==> config.mk <==
export PLATFORM = sky130hd
export DESIGN_NAME = truth_table_sweeper_flat
export DESIGN_NICKNAME = d
export VERILOG_FILES = /design/src/rtl/truth_table_sweeper_if.sv /design/src/rtl/truth_table_sweeper.sv /design/src/flat_wrapper.sv
export SDC_FILE = /design/constraint.sdc
export NUM_CORES = 1
export LEC_CHECK = 0
export CORE_MARGIN = 5
export CORE_UTILIZATION = 46
export CTS_CLUSTER_SIZE = 20
export DETAILED_ROUTE_END_ITERATION = 16
export PLACE_DENSITY = 0.85
export SYNTH_ARGS = -nofsm -noshare
export SYNTH_HDL_FRONTEND = slang
export SYNTH_SLANG_ARGS = --single-unit
==> constraint.sdc <==
create_clock -name clk -period 1.9 [get_ports clk]
set_clock_uncertainty 0.1 [all_clocks]
set_input_delay 0.57 -clock clk [delete_from_list [all_inputs] [get_ports clk]]
set_output_delay 0.57 -clock clk [all_outputs]
set_load 0.005 [all_outputs]
==> src/rtl/truth_table_sweeper_if.sv <==
// Control and result bundle between a sweep controller and the truth table sweeper.
interface truth_table_sweeper_if #(
  parameter int N_IN = 6
);
  logic                  start;
  logic                  abort;
  logic                  x_in;
  logic [N_IN-1:0]       vec;
  logic                  busy;
  logic                  done;
  logic [(1<<N_IN)-1:0]  truth_table;
  logic [N_IN:0]         ones_count;

  modport master (
    output start, abort, x_in,
    input  vec, busy, done, truth_table, ones_count
  );

  modport slave (
    input  start, abort, x_in,
    output vec, busy, done, truth_table, ones_count
  );
endinterface

==> src/rtl/truth_table_sweeper.sv <==
// Walks every input vector of a combinational device, waits a settle time per
// vector, samples its output and builds the full truth table plus a minterm count.
module truth_table_sweeper #(
  parameter int N_IN          = 6,
  parameter int SETTLE_CYCLES = 2
) (
  input  logic                 clk,
  input  logic                 rst_n,
  truth_table_sweeper_if.slave bus
);

  localparam int N_VEC = 1 << N_IN;
  localparam int CNT_W = (SETTLE_CYCLES > 1) ? $clog2(SETTLE_CYCLES) : 1;
  localparam logic [CNT_W-1:0] CNT_LAST = CNT_W'(SETTLE_CYCLES - 1);
  localparam logic [N_IN-1:0]  VEC_LAST = {N_IN{1'b1}};

  typedef enum logic [1:0] {
    IDLE,
    SETTLE,
    SAMPLE,
    DONE
  } state_t;

  state_t             state_q, state_d;
  logic [N_IN-1:0]    vec_q, vec_d;
  logic [CNT_W-1:0]   cnt_q, cnt_d;
  logic [N_VEC-1:0]   tt_q, tt_d;
  logic [N_IN:0]      ones_q, ones_d;
  logic               busy_q, busy_d;
  logic               done_q, done_d;

  always_ff @(posedge clk or negedge rst_n) begin
    if (!rst_n) begin
      state_q <= IDLE;
      vec_q   <= '0;
      cnt_q   <= '0;
      tt_q    <= '0;
      ones_q  <= '0;
      busy_q  <= 1'b0;
      done_q  <= 1'b0;
    end else begin
      state_q <= state_d;
      vec_q   <= vec_d;
      cnt_q   <= cnt_d;
      tt_q    <= tt_d;
      ones_q  <= ones_d;
      busy_q  <= busy_d;
      done_q  <= done_d;
    end
  end

  // Abort wins everywhere; in SAMPLE it also suppresses the table write.
  always_comb begin
    state_d = state_q;
    vec_d   = vec_q;
    cnt_d   = cnt_q;
    tt_d    = tt_q;
    ones_d  = ones_q;
    busy_d  = busy_q;
    done_d  = 1'b0;
    case (state_q)
      IDLE: begin
        if (bus.start && !bus.abort) begin
          state_d = SETTLE;
          vec_d   = '0;
          cnt_d   = '0;
          tt_d    = '0;
          ones_d  = '0;
          busy_d  = 1'b1;
        end
      end
      SETTLE: begin
        if (bus.abort) begin
          state_d = IDLE;
          busy_d  = 1'b0;
        end else if (cnt_q == CNT_LAST) begin
          state_d = SAMPLE;
        end else begin
          cnt_d = cnt_q + CNT_W'(1);
        end
      end
      SAMPLE: begin
        if (bus.abort) begin
          state_d = IDLE;
          busy_d  = 1'b0;
        end else begin
          tt_d[vec_q] = bus.x_in;
          ones_d      = ones_q + {{N_IN{1'b0}}, bus.x_in};
          if (vec_q == VEC_LAST) begin
            state_d = DONE;
            busy_d  = 1'b0;
          end else begin
            vec_d   = vec_q + N_IN'(1);
            cnt_d   = '0;
            state_d = SETTLE;
          end
        end
      end
      DONE: begin
        state_d = IDLE;
        busy_d  = 1'b0;
        done_d  = !bus.abort;
      end
      default: begin
        state_d = IDLE;
        busy_d  = 1'b0;
      end
    endcase
  end

  assign bus.vec         = vec_q;
  assign bus.busy        = busy_q;
  assign bus.done        = done_q;
  assign bus.truth_table = tt_q;
  assign bus.ones_count  = ones_q;

endmodule

==> src/flat_wrapper.sv <==
// flat-port wrapper written by rule: the top's interface ports become plain ports
module truth_table_sweeper_flat 
#(
  parameter int N_IN          = 6,
  parameter int SETTLE_CYCLES = 2
)
  (clk, rst_n, bus_start, bus_abort, bus_x_in, bus_vec, bus_busy, bus_done, bus_truth_table, bus_ones_count);
  truth_table_sweeper_if #(.N_IN(N_IN)) bus_i ();
  input  logic clk;
  input  logic rst_n;
  input wire logic [$bits(bus_i.start)-1:0] bus_start;
  input wire logic [$bits(bus_i.abort)-1:0] bus_abort;
  input wire logic [$bits(bus_i.x_in)-1:0] bus_x_in;
  output wire logic [$bits(bus_i.vec)-1:0] bus_vec;
  output wire logic [$bits(bus_i.busy)-1:0] bus_busy;
  output wire logic [$bits(bus_i.done)-1:0] bus_done;
  output wire logic [$bits(bus_i.truth_table)-1:0] bus_truth_table;
  output wire logic [$bits(bus_i.ones_count)-1:0] bus_ones_count;
  assign bus_i.start = bus_start;
  assign bus_i.abort = bus_abort;
  assign bus_i.x_in = bus_x_in;
  assign bus_vec = bus_i.vec;
  assign bus_busy = bus_i.busy;
  assign bus_done = bus_i.done;
  assign bus_truth_table = bus_i.truth_table;
  assign bus_ones_count = bus_i.ones_count;
  truth_table_sweeper #(.N_IN(N_IN), .SETTLE_CYCLES(SETTLE_CYCLES)) u_core (.clk(clk), .rst_n(rst_n), .bus(bus_i));
endmodule
Word level (Yosys, flattened, before mapping)
Index checks and enable logic that the tools add are counted.
- register bits: 82
- word-level logic and storage cells: 65
- output and inout bits: 79
- bits of input ports: 5
- equality and inequality tests: 11
- $add $sub $neg: 3
- reduce and logical (&&, ||, !) cells: 11
- $lt $le $gt $ge: 2
- muxes and demuxes: 31
- operator list (cell ; number):
    64-bit 2-to-1 mux ; 2
    64-bit case mux with 2 select lines ; 1
    64-bit bitwise mux ; 1
    6-bit 2-to-1 mux ; 3
    7-bit 2-to-1 mux ; 2
    7-bit case mux with 2 select lines ; 1
    6-bit case mux with 2 select lines ; 1
    1-bit 2-to-1 mux ; 11
    2-bit 2-to-1 mux ; 5
    2-bit != test (second input constant) ; 4
    2-bit case mux with 4 select lines ; 1
    7-bit by 1-bit adder with 7-bit output ; 1
    6-bit by 7-bit < comparator with 1-bit output (second input constant) ; 1
    6-bit by 1-bit adder with 6-bit output (second input constant) ; 1
    1-bit demux with 6-bit select ; 1
    6-bit == test (second input constant) ; 1
    6-bit by 1-bit >= comparator with 1-bit output (second input constant) ; 1
    3-bit by 2-bit != test with 1-bit output (second input constant) ; 2
    3-bit AND reduction ; 2
    5-bit AND reduction ; 1
    2-bit == test (second input constant) ; 2
    1-bit case mux with 4 select lines ; 1
    4-bit AND reduction ; 1
    1-bit case mux with 3 select lines ; 1
    9 further kinds ; 10

Logic depth before layout (Yosys ltp)
Gate-level depths: netlist of run 1.
- depth after elaboration: 7
- gate-level depth with buffers: 8
- depth with buffers taken out: 6

Worst setup path after synthesis of run 1
OpenSTA, ideal clock, no wires.
- path kind: input-to-reg
- from: input bus_abort
- to: register u_core.tt_q[53] (netlist: u_core.bus.truth_table[53])
- stages on the path: 6
- buffers on the path: 2
- library setup time: 0.129 ns
- data arrival time: 1.713 ns
- data required time: 1.671 ns
- path slack: -0.042 ns
- cell sequence: or2_1 -> buf_6 -> or4_4 -> buf_6 -> o211ai_2 -> o21ai_1
- longest elaborated chain between the ends: 4
- elaborated cells on any way between the ends: 5
- classes of those cells: 2 x eq/ne; 3 x reduce/logical
- RTL lines (item ; line ; source):
    start: declaration ; flat_wrapper.sv:12 ; input wire logic [$bits(bus_i.abort)-1:0] bus_abort;
    1-bit logical NOT ; truth_table_sweeper.sv:63 ; if (bus.start && !bus.abort) begin
    1-bit logical AND ; truth_table_sweeper.sv:63 ;
    2-bit by 1-bit != test with 1-bit output (no source line) ; n/a ;
    3-bit AND reduction (no source line) (*) ; n/a ;
    end signal: assignment ; truth_table_sweeper.sv:45 ; tt_q <= tt_d;
    end: declaration ; truth_table_sweeper.sv:27 ; logic [N_VEC-1:0] tt_q, tt_d;
Every way passes the cells marked *; elsewhere a longest branch is shown, timed or not.
A chain may end at the register's enable or synchronous reset.

Final worst setup path of run 1
- from: input bus_start
- to: register u_core.tt_q[32] (netlist: u_core.bus.truth_table[32])
- longest elaborated chain between the ends: 3
- RTL lines (item ; line ; source):
    start: declaration ; flat_wrapper.sv:11 ; input wire logic [$bits(bus_i.start)-1:0] bus_start;
    1-bit logical AND ; truth_table_sweeper.sv:63 ;
    2-bit by 1-bit != test with 1-bit output (no source line) ; n/a ;
    3-bit AND reduction (no source line) ; n/a ;
Every way passes these cells.

==> results of run 1 <==
state kept, by name, summed over array words and instances (netlist names):
register	count
u_core.cnt_q	1
u_core.state_q	2
u_core.bus.done	1
u_core.bus.truth_table	64
u_core.bus.ones_count	7
u_core.bus.busy	1
u_core.bus.vec	6
how the worst min path moves through the flow:
stage                                    startpoint                                     end  cells after the start
2_1_floorplan                                 rst_n             u_core.bus.busy$_DFFE_PN0P_                      0
4_1_cts                                       rst_n  u_core.bus.truth_table[14]$_DFFE_PN0P_                      1
3_5_place_dp   u_core.bus.ones_count[0]$_DFFE_PN0P_    u_core.bus.ones_count[0]$_DFFE_PN0P_                      2
6_report                                      rst_n  u_core.bus.truth_table[14]$_DFFE_PN0P_                      1
5_1_grt                                       rst_n  u_core.bus.truth_table[14]$_DFFE_PN0P_                      1
3_3_place_gp   u_core.bus.ones_count[0]$_DFFE_PN0P_    u_core.bus.ones_count[0]$_DFFE_PN0P_                      2
logic make-up (layout without fill, tap and decap cells):
logic type / Yosys count / after routing / share of synthesized area [%]
compound gates: 133 / 133 / 24.6
buf+inv: 28 / 218 / 4.14
mux: 3 / 3 / 0.802
fa+ha+maj: 3 / 3 / 0.962
flops: 82 / 82 / 52.6
xor+xnor: 3 / 3 / 0.674
simple gates: 122 / 122 / 16.3
repair_timing:
action	CTS	global route
resized for setup	49	49
endpoints found under the hold margin	0	0
setup endpoints to repair	121	75
pin swaps	5	4
cloned	2	0
buffers inserted	45	22
cells in the mapped netlist, drive strengths merged (3+ instances only):
library cell and instances:
dfrtp 82, o21ai 55, o211ai 50, nand2 41, nand3 20, buf 15, nor2 15, a32o 12
clkbuf 11, a21oi 8, or2 8, nand2b 7, nor3 7, nor2b 5, and3 4, ha 3
worst max-delay path: stages:
cell                            delay, ns
sky130_fd_sc_hd__dlygate4sd2_1       0.27
sky130_fd_sc_hd__nor2_2              0.06
sky130_fd_sc_hd__buf_4               0.13
sky130_fd_sc_hd__or3_4               0.43
sky130_fd_sc_hd__bufbuf_16           0.31
sky130_fd_sc_hd__o211ai_2            0.13
sky130_fd_sc_hd__o21ai_1             0.10
power by group:
group	internal, mW	leakage (nW)	switching [mW]	total [mW]
combinational	0.177	2.33	0.235	0.412
clock	0.740	0.107	0.636	1.38
sequential	1.76	1.14	0.0141	1.78
total	2.68	3.58	0.885	3.56
stage by stage:
stage / total power [mW] / setup TNS [ns] / worst slack, ns / instances / cell area (µm²)
floorplan: 1.99 / -0.494 / -0.0424 / 374 / 3900
global placement: 2.16 / -31.14 / -0.499 / 585 / 5150
detailed placement: 2.17 / -32.80 / -0.600 / 585 / 5150
CTS: 3.56 / 0 / 0.000289 / 647 / 5730
global route: 3.68 / -0.00969 / -0.00791 / 669 / 6020
finish: 3.56 / 0 / 0.0354 / 669 / 6020
final cells by class:
class / count / area share [%]
clock buffers: 11 / 2.18
clock inverters: 5 / 1.31
inverters: 2 / 0.125
repair buffers: 200 / 31.2
flip-flops and latches: 82 / 34.1
multi-input cells: 264 / 28.9
well taps: 105 / 2.18
routing by layer:
| metal | share of wire (%) | wire [µm] | track usage (%) | vias to the layer above |
|---|---|---|---|---|
| li1 | - | - | - | 1758 |
| met1 | 38 | 4820 | 28.2 | 1956 |
| met2 | 52 | 6550 | 40.7 | 181 |
| met3 | 7.3 | 919 | 4.98 | 35 |
| met4 | 2.8 | 352 | 9.69 | 0 |
| met5 | 0 | 0 | 0 | - |
==> results.md, run 1 <==
- Number of buffers between clock root and the deepest sink: 2
- Worst R2R End: u_core.bus.vec[0]$_DFFE_PN0P_
- Detailed-route wire length: 12600 µm
- Commonest cells after routing, fill and taps aside: 110 x sky130_fd_sc_hd__buf_4, 81 x sky130_fd_sc_hd__dfrtp_1, 41 x sky130_fd_sc_hd__nand2_1, 41 x sky130_fd_sc_hd__dlymetal6s2s_1, 38 x sky130_fd_sc_hd__dlygate4sd2_1
- Worst vdd ir: 0.357 mV
- Global-route wire length before repair: 19000 µm
- Worst-case register-to-register setup slack: 0.05 ns
- Launching point of the worst reg2reg path: u_core.bus.vec[0]$_DFFE_PN0P_
- Layout filler cell count: 565
- Number of cells produced by synthesis: 374
- NumNets Final: 567
- Vias per cell: 5.87
- Worst Path Class, Setup: in2reg
- Largest net degree at the start of global routing: 38
- TritonCTS Buffers: 9
- Via total after detailed routing: 3930
- Worst setup endpoint: u_core.bus.truth_table[32]$_DFFE_PN0P_
- IO buf count: 83
- Outcome: completed
- Critical path fanouts, max: 9
- Transition at the pin with the smallest max-transition slack: 0.501 ns
- CP startpoint: bus_start
- Final count of hold timing violations: 0
- Avg Cell Area, Syn: 10.4 µm²
- Initial DRC Count: 205
- Routability Congestion: 0.929
- Post-synthesis register bit count: 82
- Tcrit/Tclk final: 98.1%
- Most frequent standard cell in the layout excluding fill and tap cells: sky130_fd_sc_hd__buf_4
- Vertical extent of the die: 102 µm
- Netlist cell types: 46
- Portion of the post-synthesis area used by sequential elements: 52.6%
- Capturing element type of the critical path: flop
- Multi-input combinational cell area: 0.00174 mm²
- Netlist area before placement: 0.00390 mm²
- Cell type with the largest total area after synthesis: sky130_fd_sc_hd__dfrtp_1
- Initial Util: 47.2%
- Synth top area share: 52.6%
- Yosys warns: 0
- Drt drc: 0
- Number of nets produced by synthesis: 382
- Achievable Freq: 536 MHz
- Core area: 0.00826 mm²
- Worst reg2reg path depth: 6
- Ports: 84
- Total clock sinks: 82
- Arrival time reported for the critical path endpoint: 2.00 ns
- Hold-fix buffers at CTS: 0
- Required time at the worst-slack endpoint: 2.04 ns
- Number of placement rows: 33
- Number of nets with antenna violations after detailed routing: 0
- GR Util All Layers: 23.4%
- Total global routing overflow: 0
- Floorplan die width: 102 µm
- FFs w/ async S/R, synth: 100%
- Setup-failing EPs final: 0
- Number of global-route vias before repair: 3853
- Worst relative slew slack: 66.4%
- Number of antenna cells inserted: 0
- Worst hold path class: in2async
- CTS H-tree lvls: 3
- Pleak: 3.58 nW
- Seq. cell area: 0.00205 mm²
- Post-layout minimum cycle time: 1.86 ns
- Number of enable-type register cells in the synthesized netlist: 0
- Die outline area: 0.0104 mm²
- Proportion of layout cells with a drive suffix above 1: 30.9%
- Routed WL per cell: 18.9 µm
- Clock transition at the registers of the reported paths: 0.08 ns
- Area growth, synth to finish: 54.4%
- Cell area power density: 592 mW/mm²
- Hold WS: 0.0315 ns
- Final-report max-slew violation count: 0
- Antenna violations before repair: 0
- Utilization of the core after routing: 73.0%
- Pre-antenna DRT Iters: 5
- Sum of net half-perimeters after detailed placement: 7960 µm
- Top post-synthesis cells by area: sky130_fd_sc_hd__dfrtp_1 53%, sky130_fd_sc_hd__o211ai_1 6.4%, sky130_fd_sc_hd__o211ai_2 5.5%
- TritonCTS clock tree: built
- Predominant post-synthesis flop cell: sky130_fd_sc_hd__dfrtp_1
- CTS Root Cell: sky130_fd_sc_hd__clkbuf_8
- Clock latency on the worst-skew pair: 0.35 ns
- Number of maximum-capacitance constraint violations: 0
- Critical path launch point type: input port
No activity file was read; power rests on OpenSTA's default activity.
==> run 2, diff against run 1 <==
HOLD_SLACK_MARGIN = 0.02   (was default)
==> results of run 2 <==
Final layout, timing and power as in run 1 (identical DEF).
